`src/rtl/debouncer_pkg.sv`:
```
// -----------------------------------------------------------------------------
// debouncer_pkg
// Shared types and helpers for the debouncer slice.
//   state_t      : the two qualification states of the debouncer
//   cnt_width()  : width of the stability counter for a given cycle count
//   DEFAULT_*    : default parameter values used by the top level
// -----------------------------------------------------------------------------
package debouncer_pkg;

    typedef enum logic {
        ST_STABLE   = 1'b0,
        ST_SETTLING = 1'b1
    } state_t;

    localparam int DEFAULT_SYNC_STAGES   = 2;
    localparam int DEFAULT_STABLE_CYCLES = 16;
    localparam bit DEFAULT_RESET_VALUE   = 1'b0;

    // The counter only ever reaches stable_cycles-1, but it is sized to hold
    // stable_cycles so the width stays at least one bit for stable_cycles == 1.
    function automatic int cnt_width(input int stable_cycles);
        int w;
        w = $clog2(stable_cycles + 1);
        return (w < 1) ? 1 : w;
    endfunction

endpackage

```
`src/rtl/debouncer_if.sv`:
```
// -----------------------------------------------------------------------------
// debouncer_if
// Signal bundle between a raw input source and the debouncer.
//   i_signal  : raw asynchronous level (driven by the source)
//   o_signal  : debounced, registered level (driven by the debouncer)
//   o_pending : high while a candidate change is being qualified
// Modports:
//   master : the side that drives the raw input and observes the results
//   slave  : the debouncer itself
// -----------------------------------------------------------------------------
interface debouncer_if;

    logic i_signal;
    logic o_signal;
    logic o_pending;

    modport master (
        output i_signal,
        input  o_signal,
        input  o_pending
    );

    modport slave (
        input  i_signal,
        output o_signal,
        output o_pending
    );

endinterface

```
`src/rtl/debouncer_synchronizer.sv`:
```
// -----------------------------------------------------------------------------
// synchronizer
// Plain flop chain that brings an asynchronous level into the i_clk domain.
// Reused by other asynchronous-input blocks.
// Parameters:
//   p_STAGES      : number of flops in the chain (at least 2)
//   p_RESET_VALUE : value every flop takes while i_rst is high
// Ports:
//   i_clk    : clock
//   i_rst    : synchronous, active-high reset
//   i_signal : asynchronous input
//   o_signal : synchronised output (last flop of the chain)
// -----------------------------------------------------------------------------
module synchronizer #(
    parameter int p_STAGES      = 2,
    parameter bit p_RESET_VALUE = 1'b0
) (
    input  logic i_clk,
    input  logic i_rst,
    input  logic i_signal,
    output logic o_signal
);

    logic [p_STAGES-1:0] sync_q;

    // Straight shift chain with nothing between the flops, so metastability
    // in the first stage has a full cycle to resolve before it is used.
    always_ff @(posedge i_clk) begin
        if (i_rst) begin
            sync_q <= {p_STAGES{p_RESET_VALUE}};
        end else begin
            sync_q <= {sync_q[p_STAGES-2:0], i_signal};
        end
    end

    assign o_signal = sync_q[p_STAGES-1];

endmodule

```
`src/rtl/debouncer.sv`:
```
// -----------------------------------------------------------------------------
// debouncer
// Synchronises a raw, possibly bouncing input and outputs a clean level that
// only follows the input once the synchronised value has differed from the
// current output for p_STABLE_CYCLES consecutive cycles.
// Parameters:
//   p_SYNC_STAGES   : synchroniser depth (at least 2)
//   p_STABLE_CYCLES : consecutive mismatching cycles needed to flip (at least 1)
//   p_RESET_VALUE   : reset value of the synchroniser and the output
// Ports:
//   i_clk        : clock, all state changes on its rising edge
//   i_rst        : synchronous, active-high reset
//   bus.i_signal : raw asynchronous input
//   bus.o_signal : debounced, registered level
//   bus.o_pending: registered, high while a change is being qualified
// -----------------------------------------------------------------------------
module debouncer
    import debouncer_pkg::*;
#(
    parameter int p_SYNC_STAGES   = DEFAULT_SYNC_STAGES,
    parameter int p_STABLE_CYCLES = DEFAULT_STABLE_CYCLES,
    parameter bit p_RESET_VALUE   = DEFAULT_RESET_VALUE
) (
    input  logic         i_clk,
    input  logic         i_rst,
    debouncer_if.slave   bus
);

    localparam int              CNT_W    = cnt_width(p_STABLE_CYCLES);
    localparam logic [CNT_W-1:0] CNT_LAST = CNT_W'(p_STABLE_CYCLES - 1);

    logic             s;
    logic [CNT_W-1:0] cnt;
    logic             out_q;
    state_t           state;

    synchronizer #(
        .p_STAGES      (p_SYNC_STAGES),
        .p_RESET_VALUE (p_RESET_VALUE)
    ) u_sync (
        .i_clk    (i_clk),
        .i_rst    (i_rst),
        .i_signal (bus.i_signal),
        .o_signal (s)
    );

    // Qualification: any return of s to the output value throws away all
    // accumulated credit. The flip happens on the edge where the counter
    // already holds p_STABLE_CYCLES-1, so with p_STABLE_CYCLES == 1 the very
    // first mismatching edge flips the output and SETTLING is never entered.
    always_ff @(posedge i_clk) begin
        if (i_rst) begin
            out_q <= p_RESET_VALUE;
            cnt   <= '0;
            state <= ST_STABLE;
        end else if (s == out_q) begin
            cnt   <= '0;
            state <= ST_STABLE;
        end else if (cnt == CNT_LAST) begin
            out_q <= s;
            cnt   <= '0;
            state <= ST_STABLE;
        end else begin
            cnt   <= cnt + CNT_W'(1);
            state <= ST_SETTLING;
        end
    end

    assign bus.o_signal  = out_q;
    assign bus.o_pending = (state == ST_SETTLING);

endmodule

```
`src/flat_wrapper.sv`:
```
// flat-port wrapper written by rule: the top's interface ports become plain ports
module debouncer_flat import debouncer_pkg::*;
#(
    parameter int p_SYNC_STAGES   = DEFAULT_SYNC_STAGES,
    parameter int p_STABLE_CYCLES = DEFAULT_STABLE_CYCLES,
    parameter bit p_RESET_VALUE   = DEFAULT_RESET_VALUE
)
  (i_clk, i_rst, bus_i_signal, bus_o_signal, bus_o_pending);
  debouncer_if bus_i ();
  input  logic i_clk;
  input  logic i_rst;
  input wire logic [$bits(bus_i.i_signal)-1:0] bus_i_signal;
  output wire logic [$bits(bus_i.o_signal)-1:0] bus_o_signal;
  output wire logic [$bits(bus_i.o_pending)-1:0] bus_o_pending;
  assign bus_i.i_signal = bus_i_signal;
  assign bus_o_signal = bus_i.o_signal;
  assign bus_o_pending = bus_i.o_pending;
  debouncer #(.p_SYNC_STAGES(p_SYNC_STAGES), .p_STABLE_CYCLES(p_STABLE_CYCLES), .p_RESET_VALUE(p_RESET_VALUE)) u_core (.i_clk(i_clk), .i_rst(i_rst), .bus(bus_i));
endmodule
```
`config.mk`:
```
export PLATFORM = sky130hd
export DESIGN_NAME = debouncer_flat
export DESIGN_NICKNAME = d
export VERILOG_FILES = /design/src/rtl/debouncer_pkg.sv /design/src/rtl/debouncer_if.sv /design/src/rtl/debouncer_synchronizer.sv /design/src/rtl/debouncer.sv /design/src/flat_wrapper.sv
export SDC_FILE = /design/constraint.sdc
export NUM_CORES = 1
export LEC_CHECK = 0
export ABC_CLOCK_PERIOD_IN_PS = 1700
export BUFFER_PORTS_ARGS = -buffer_cell sky130_fd_sc_hd__buf_2
export CELL_PAD_IN_SITES_DETAIL_PLACEMENT = 1
export CELL_PAD_IN_SITES_GLOBAL_PLACEMENT = 2
export CORE_AREA = 4 4 41 43
export DETAILED_ROUTE_END_ITERATION = 6
export DIE_AREA = 0 0 45 47
export PLACE_DENSITY_LB_ADDON = 0.15
export SLEW_MARGIN = 25
export SYNTH_ARGS = -nofsm -noshare
export SYNTH_HDL_FRONTEND = slang
export SYNTH_SLANG_ARGS = --single-unit
export TNS_END_PERCENT = 20
```
`constraint.sdc`:
```
create_clock -name i_clk -period 1.7 [get_ports i_clk]
set_input_delay 0.34 -clock i_clk [delete_from_list [all_inputs] [get_ports i_clk]]
set_output_delay 0.34 -clock i_clk [all_outputs]
set_load 0.03 [all_outputs]
```
==> results.env, run 1 <==
SYNTH-EDFF-COUNT=0
ASYNCSETRESETFLOPFRACSYNTH_PCT=0
CTS-RESIZED-GATES=0
DETAIL-ROUTE-ANTENNA-NETS=0
GPL.FINAL_WEIGHTED_CONGESTION=0.6453
CP-END-KIND='register'
DIE_HT_UM=47
SLEW-LIMIT-HEADROOM_PCT=82.78
MAX_CAP_VIOLATIONS=0
CTSLONGESTPATHBUFFERS=2
SYNTH_TOP_CELL_BY_AREA='dfxtp_1'
ROUTED_WIRELENGTH_UM=503
SETUP.WORST_PATH.CLASS='reg2reg'
DIE_X_UM=45
CTS_MAX_LEVEL=1
SYN_AREA_PER_CELL_UM2=11.30
TIMING.FINAL.HOLD_VIOLATIONS=0
FIN_TNS_SETUP_NS=0
NUMBER_OF_WARNINGS_PRINTED_DURING_YOSYS_SYNTHESIS=0
CTSROOTBUFFERMASTER='clkbuf_4'
PLACE.PORT_BUFFERS=4
SYNTH_SEQUENTIAL_AREA_RATIO_PCT=53.14
TOTAL_DIE_AREA_MM2=0.002115
GLOBALROUTETOTALUTIL_PCT=6.101
SYNTH_NETS=35
TIMING.CRITICAL_PATH.FANOUT_MAX=6
POST-ROUTE-DRC-COUNT=0
FIN_AREA_UM2=412.9
POST_SYNTH_FA_HA_MAJ_AREA_FRACTION_PCT=7.380
POST_CTS.REPAIR.SETUP_BUFFERS=0
NUMBER_OF_BUFFERS_ADDED_TO_FIX_HOLD_VIOLATIONS_AFTER_CTS=0
N_ANTENNA_CELL=0
WORST_VOLTAGE_DROP_ACROSS_THE_VDD_GRID_V=0.0004429
GRT_PASS1_WL_UM=883
DRT_FIRST_PASS_ITERS=2
FMAX_MHz=649.3
SYNTHXORXNORAREAFRAC_PCT=7.749
LAYOUT.NETS=45
HP-CLASS='in2reg'
YS_FF_LATCH=9
CORE_AREA_MM2=0.001301
SYNTH_COMPOUND_AREA_SHARE_PCT=0
CLKLATENCYLATEPIN_NS=0.25
TRITONCTS='done'
CLOCK_SKEW_NS=0.004745
SYNTH_MOST_COMMON_CELL='dfxtp_1'
SYNTH_TOP_CELL_AREA_SHARE_PCT=53.14
GLOBALROUTEOVERFLOWTOTAL=0
GRT_SETUP_UNREPAIRED='no'
TIGHTEST_SLEW_NS=0.2565
SYN-INSTANCE-COUNT=30
INITIAL_UTILIZATION_PCT=26.06
POST_SYNTH_MAIN_AREA_CONTRIBUTORS='dfxtp_1 53%, ha_1 7.4%, nor2_4 6.6%'
FINAL.PERIOD_UTILIZATION_PCT=90.60
POSTLAYOUTCOREUTIL_PCT=31.73
POWERDENSITY_mW_PER_MM2=931.6
SYNTHMUXAREASHARE_PCT=2.952
ROUTED_LENGTH_PER_PLACED_INSTANCE_UM=9.315
POSTPLACECELLAREA_UM2=381.6
SYN_AREA_UM2=339.1
CRIT_PATH_START_KIND='register'
LARGEST_FAMILY_OF_LOGIC_CELLS_BY_SYNTHESIZED_AREA='simple AND/OR/NAND/NOR gates'
CRITICAL_PATH_REQUIRED_NS=1.90
RUN_STATUS='complete, no violations'
POST_DRT_VIA_CELL_RATIO=3.944
CORE.ROWCOUNT=13
GRT_START_MAX_NET_PINS=7
PERIOD_MINUS_SLACK_NS=1.540
ANTENNA_FOUND_INITIAL=0
TIMING_MAX_TRANSITION_VIOLATIONS_FINAL=0
IO_PINS=5
YOSYS-TOP-CELLS-COUNT='9 x dfxtp_1, 3 x inv_1, 3 x nor2_2'
TIMING.FINAL.SETUP_VIOLATIONS=0
CLOCK_PIN_SLEW_REPORTED_FOR_THE_WORST_SETUP_AND_HOLD_PATHS_AFTER_CLOCK_TREE_SYNTHESIS_NS=0.06
YS_TYPES=14
REPORT.POWER.TOTAL_mW=0.3847
CTS_NUM_SINKS=9
NUM_VIAS=213
DRTITER0DRC=1
CTS_MADE_BUFFERS=3
VIA_COUNT_OF_THE_FIRST_GLOBAL_ROUTING_PASS=219
POSTSYNTH.TOPFLOPCELL='dfxtp_1'
P_LEAK_nW=0.1729
TIMING.CRITICAL_PATH.ARRIVAL_NS=1.74
SYNTH_SIMPLE_GATE_AREA_SHARE_PCT=22.14
SYN_TO_FINAL_GROWTH_PCT=21.77
DRIVE_GT1_SHARE_PCT=38.46
[final timing paths]
kind              depth (start not counted)                 endpoint               startpoint  slack, ns
hold reg to reg                           1  u_core.u_sync.sync_q[1]  u_core.u_sync.sync_q[0]       0.44
setup / recovery                          5            u_core.cnt[3]            u_core.cnt[0]       0.16
hold / removal                            2  u_core.u_sync.sync_q[1]                    i_rst       0.30
setup reg to reg                          5            u_core.cnt[3]            u_core.cnt[0]       0.16
[cells by family (layout without fill, tap and decap cells)]
family | after synthesis | count (layout)
adder cells (fa/ha/maj) | 2 | 2
buffers and inverters | 4 | 13
XOR/XNOR | 3 | 3
multiplexers | 1 | 1
flip-flops | 9 | 9
AND/OR/NAND/NOR | 11 | 11
[metal layers]
| metal | share of wire [%] | routed length, um | up-vias | global-route usage, % |
|---|---|---|---|---|
| met2 | 50 | 252 | 4 | 9.887 |
| met5 | 0 | 0 | - | 0 |
| met3 | 5.4 | 27 | 0 | 5.747 |
| li1 | - | - | 109 | - |
| met1 | 45 | 224 | 100 | 6.193 |
| met4 | 0 | 0 | 0 | 0 |
[final cells by class]
| cell class | count | area (um^2) |
|---|---|---|
| Timing Repair Buffer | 6 | 35.03 |
| Fill cell | 162 | 888.4 |
| Multi-Input combinational cell | 17 | 141.4 |
| Tap cell | 15 | 18.77 |
| Clock buffer | 4 | 26.28 |
| Inverter | 3 | 11.26 |
| Sequential cell | 9 | 180.2 |
[flip-flops by register name, indices dropped and copies added (netlist names)]
| register | count |
|---|---|
| u_core.u_sync.sync_q | 2 |
| u_core.bus.o_signal | 1 |
| u_core.bus.o_pending | 1 |
| u_core.cnt | 5 |
[report_power, final]
group / total (mW) / internal, mW / switching (mW)
Sequential: 0.216 / 0.215 / 0.00134
Combinational: 0.0127 / 0.00599 / 0.00674
Clock: 0.156 / 0.0899 / 0.0662
Total: 0.385 / 0.310 / 0.0743
[layout by cell type (no fill, tap or decap)]
cell type / netlist / layout
dfxtp_1: 9 / 9
buf_2: 0 / 4
inv_1: 3 / 3
nor2_2: 3 / 3
clkbuf_4: 0 / 3
xnor2_1: 2 / 2
nor2b_1: 2 / 2
nor2_4: 2 / 2
ha_1: 2 / 2
buf_4: 0 / 2
mux2i_1: 1 / 1
nor2_1: 1 / 1
or3_4: 0 / 1
nand3_1: 1 / 1
xor2_1: 1 / 1
and3_1: 1 / 1
clkbuf_1: 0 / 1
[critical path, stage by stage (launching register included)]
cell and delay [ns]:
dfxtp_1 0.31, ha_1 0.22, and3_1 0.19, ha_1 0.19, or3_4 0.46, nor2_4 0.11
[stage by stage]
step,cells,hold slack (ns),worst slack (ns)
final,54,0.2978,0.1599
after global routing,54,0.2873,0.1003
after CTS,54,0.2852,0.009833
after detailed placement,50,0.4292,0.02378
after global placement,50,0.4216,0.03214
after floorplan,30,0.4116,0.1499
(Power assumes the default switching activity.)
==> inputs of run 2 (changes only) <==
--- a/config.mk
+++ b/config.mk
@@ -6,10 +6,11 @@
 export NUM_CORES = 1
 export LEC_CHECK = 0
 export ABC_CLOCK_PERIOD_IN_PS = 1700
-export BUFFER_PORTS_ARGS = -buffer_cell sky130_fd_sc_hd__buf_2
+export BUFFER_PORTS_ARGS = -buffer_cell sky130_fd_sc_hd__buf_4
 export CELL_PAD_IN_SITES_DETAIL_PLACEMENT = 1
 export CELL_PAD_IN_SITES_GLOBAL_PLACEMENT = 2
 export CORE_AREA = 4 4 41 43
+export CTS_CLUSTER_SIZE = 30
 export DETAILED_ROUTE_END_ITERATION = 6
 export DIE_AREA = 0 0 45 47
 export PLACE_DENSITY_LB_ADDON = 0.15
==> run 2 against run 1 <==
Clock skew is 0.0033 ns lower. Largest power group unchanged. Sequential share of layout area is 0.26 points lower. Critical path depth stayed put. Fmax is 1.9% lower.
==> results.env, run 2 (same netlist as run 1, synthesis figures left out) <==
POWER.COMBINATIONAL.FRACTION_PCT=3.6  # +0.3 points
VIA_COUNT_OF_THE_FIRST_GLOBAL_ROUTING_PASS=240  # +9.6%
CLOCKPOWERSHARE_PCT=42.6  # +2.0 points
HP-CLASS='in2reg'
CRITICAL_PATH_REQUIRED_NS=1.91  # about the same
CTS_MADE_BUFFERS=3  # unchanged
TIMING.FINAL.HOLD_VIOLATIONS=0  # unchanged
NUM_VIAS=221  # +3.8%
GRT_PASS1_WL_UM=966  # +9.4%
FINAL.PERIOD_UTILIZATION_PCT=92.31  # +1.7 points
LAYOUT_TOP_REGISTERS='u_core.cnt: 5 flops, u_core.u_sync.sync_q: 2 flops'
DIE_X_UM=45  # unchanged
POST_DRT_VIA_CELL_RATIO=4.170  # +5.7%
SWITCHING_PART_OF_THE_TOTAL_PCT=22.04  # +2.7 points
FMAX_MHz=637.2  # -1.9%
POWER.INTERNAL_mW=0.3128  # +0.77%
TIMING.CRITICAL_PATH.ARRIVAL_NS=1.78  # +0.04 ns
LAYOUT.NETS=44  # -2.2%
WORST_VOLTAGE_DROP_ACROSS_THE_VDD_GRID_V=0.0003258  # -26%
N_ANTENNA_CELL=0  # unchanged
NUMBER_OF_FLIP_FLOPS_UNDER_THE_LARGEST_REGISTER_NAME=5  # unchanged
INITIAL_UTILIZATION_PCT=26.06  # unchanged
GRT_START_MAX_NET_PINS=7  # unchanged
DETAIL-ROUTE-ANTENNA-NETS=0  # unchanged
POST-ROUTE-DRC-COUNT=0  # unchanged
MOST_COMMON_CELL_AFTER_LAYOUT_FILL_AND_TAPS_ASIDE='dfxtp_1'
IO_PINS=5  # unchanged
LARGEST_REG_BY_FF_COUNT='u_core.cnt'
ROUTED_LENGTH_PER_PLACED_INSTANCE_UM=10.51  # +13%
RUN_STATUS='complete, no violations'
FIN_TNS_SETUP_NS=0  # unchanged
CORE_AREA_MM2=0.001301  # unchanged
LAYOUT_COMMON_CELLS='9 x dfxtp_1, 5 x buf_4, 3 x inv_1, 3 x nor2_2, 3 x clkbuf_4'
TIMING.FINAL.SETUP_VIOLATIONS=0  # unchanged
SETUP.WORST_PATH.CLASS='reg2reg'
CTSROOTBUFFERMASTER='clkbuf_4'
CLKLATENCYLATEPIN_NS=0.26  # about the same
DIE_HT_UM=47  # unchanged
TIMING_MAX_TRANSITION_VIOLATIONS_FINAL=0  # unchanged
FIN_AREA_UM2=415.4  # +0.61%
TIGHTEST_SLEW_NS=0.2806  # +0.02409 ns
PERIOD_MINUS_SLACK_NS=1.569  # +0.02916 ns
P_LEAK_nW=0.1691  # -2.2%
CP-END-KIND='register'
DRTITER0DRC=2  # +1
CRIT_PATH_START_KIND='register'
NUM-FILL-CELLS=161  # -0.62%
GLOBALROUTEOVERFLOWTOTAL=0  # unchanged
SLEW-LIMIT-HEADROOM_PCT=81.16  # -1.6 points
TIMING.CRITICAL_PATH.FANOUT_MAX=6  # unchanged
ROUTED_WIRELENGTH_UM=557  # +11%
GLOBALROUTETOTALUTIL_PCT=7.216  # +1.1 points
GPL.FINAL_WEIGHTED_CONGESTION=0.6596  # +2.2%
PLACE.PORT_BUFFERS=4  # unchanged
CORE.ROWCOUNT=13  # unchanged
NUMBER_OF_BUFFERS_ADDED_TO_FIX_HOLD_VIOLATIONS_AFTER_CTS=0  # unchanged
SYN_TO_FINAL_GROWTH_PCT=22.51
POSTPLACECELLAREA_UM2=384.1  # +0.66%
CLOCK_SKEW_NS=0.001469  # -0.003276 ns
DRIVE_GT1_SHARE_PCT=36.84  # -1.6 points
TOTAL_DIE_AREA_MM2=0.002115  # unchanged
POWER_SWITCHING_mW=0.08846  # +19%
TRITONCTS='done'
MAX_CAP_VIOLATIONS=0  # unchanged
CLOCK_PIN_SLEW_REPORTED_FOR_THE_WORST_SETUP_AND_HOLD_PATHS_AFTER_CLOCK_TREE_SYNTHESIS_NS=0.06  # about the same
GRT_SETUP_UNREPAIRED='no'
DRT_FIRST_PASS_ITERS=2  # unchanged
POWERDENSITY_mW_PER_MM2=966.0  # +3.7%
CTSLONGESTPATHBUFFERS=2  # unchanged
POWER.SHARE.SEQUENTIAL_PCT=53.7  # -2.4 points
CTS_NUM_SINKS=9  # unchanged
CTS_MAX_LEVEL=1  # unchanged
ANTENNA_FOUND_INITIAL=0  # unchanged
[run 2: critical path, stage by stage (launching register included)]
cell and delay, ns:
dfxtp_1 0.32, ha_1 0.22, and3_1 0.20, ha_1 0.20, or3_4 0.46, nor2_4 0.11
[run 2: cell type report]
class	count	area (um^2)	share of cell area, %
Sequential cell	9	180.2	43.37
Timing Repair Buffer	5	37.54	9.036
Multi-Input combinational cell	17	141.4	34.04
Clock buffer	4	26.28	6.325
Inverter	3	11.26	2.711
Tap cell	15	18.77	4.518
[run 2: power groups by stage]
stage,sequential [mW],combinational [mW],clock (mW)
final,0.216,0.0145,0.171
after detailed placement,0.221,0.0142,0
after global routing,0.216,0.0157,0.195
after global placement,0.221,0.0136,0
after CTS,0.216,0.0149,0.184
after floorplan,0.222,0.00672,0
[run 2: stage by stage]
stage	utilization [%]	worst slack [ns]	total power, mW	hold WS, ns	instances
finish	31.92	0.1307	0.4013	0.2546	53
floorplan	-	0.1499	0.2286	0.4116	30
global route	31.92	0.05139	0.4263	0.2452	53
detailed placement	29.52	0.006935	0.2347	0.4268	49
global placement	29.52	0.05583	0.2341	0.4247	49
CTS	31.92	0.1184	0.4146	0.2456	53
[run 2: final timing paths]
kind	start	endpoint	slack (ns)	cells past startpoint
min reg2reg	u_core.u_sync.sync_q[0]	u_core.u_sync.sync_q[1]	0.44	1
min	i_rst	u_core.u_sync.sync_q[0]	0.25	2
max reg2reg	u_core.cnt[0]	u_core.cnt[2]	0.13	5
max	u_core.cnt[0]	u_core.cnt[2]	0.13	5
[run 2: repair_timing]
action	in CTS	in global routing
resized for setup	1	0
endpoints found under the setup margin	4	0
setup buffers	0	0
[run 2: per-layer routing]
layer  vias to the layer above  wire length, um  global-route usage, %
li1                        108                -                      -
met1                       105              219                  6.897
met2                         6              282                  10.45
met3                         2               38                  3.448
met4                         0               17                  8.772
met5                         -                0                      0
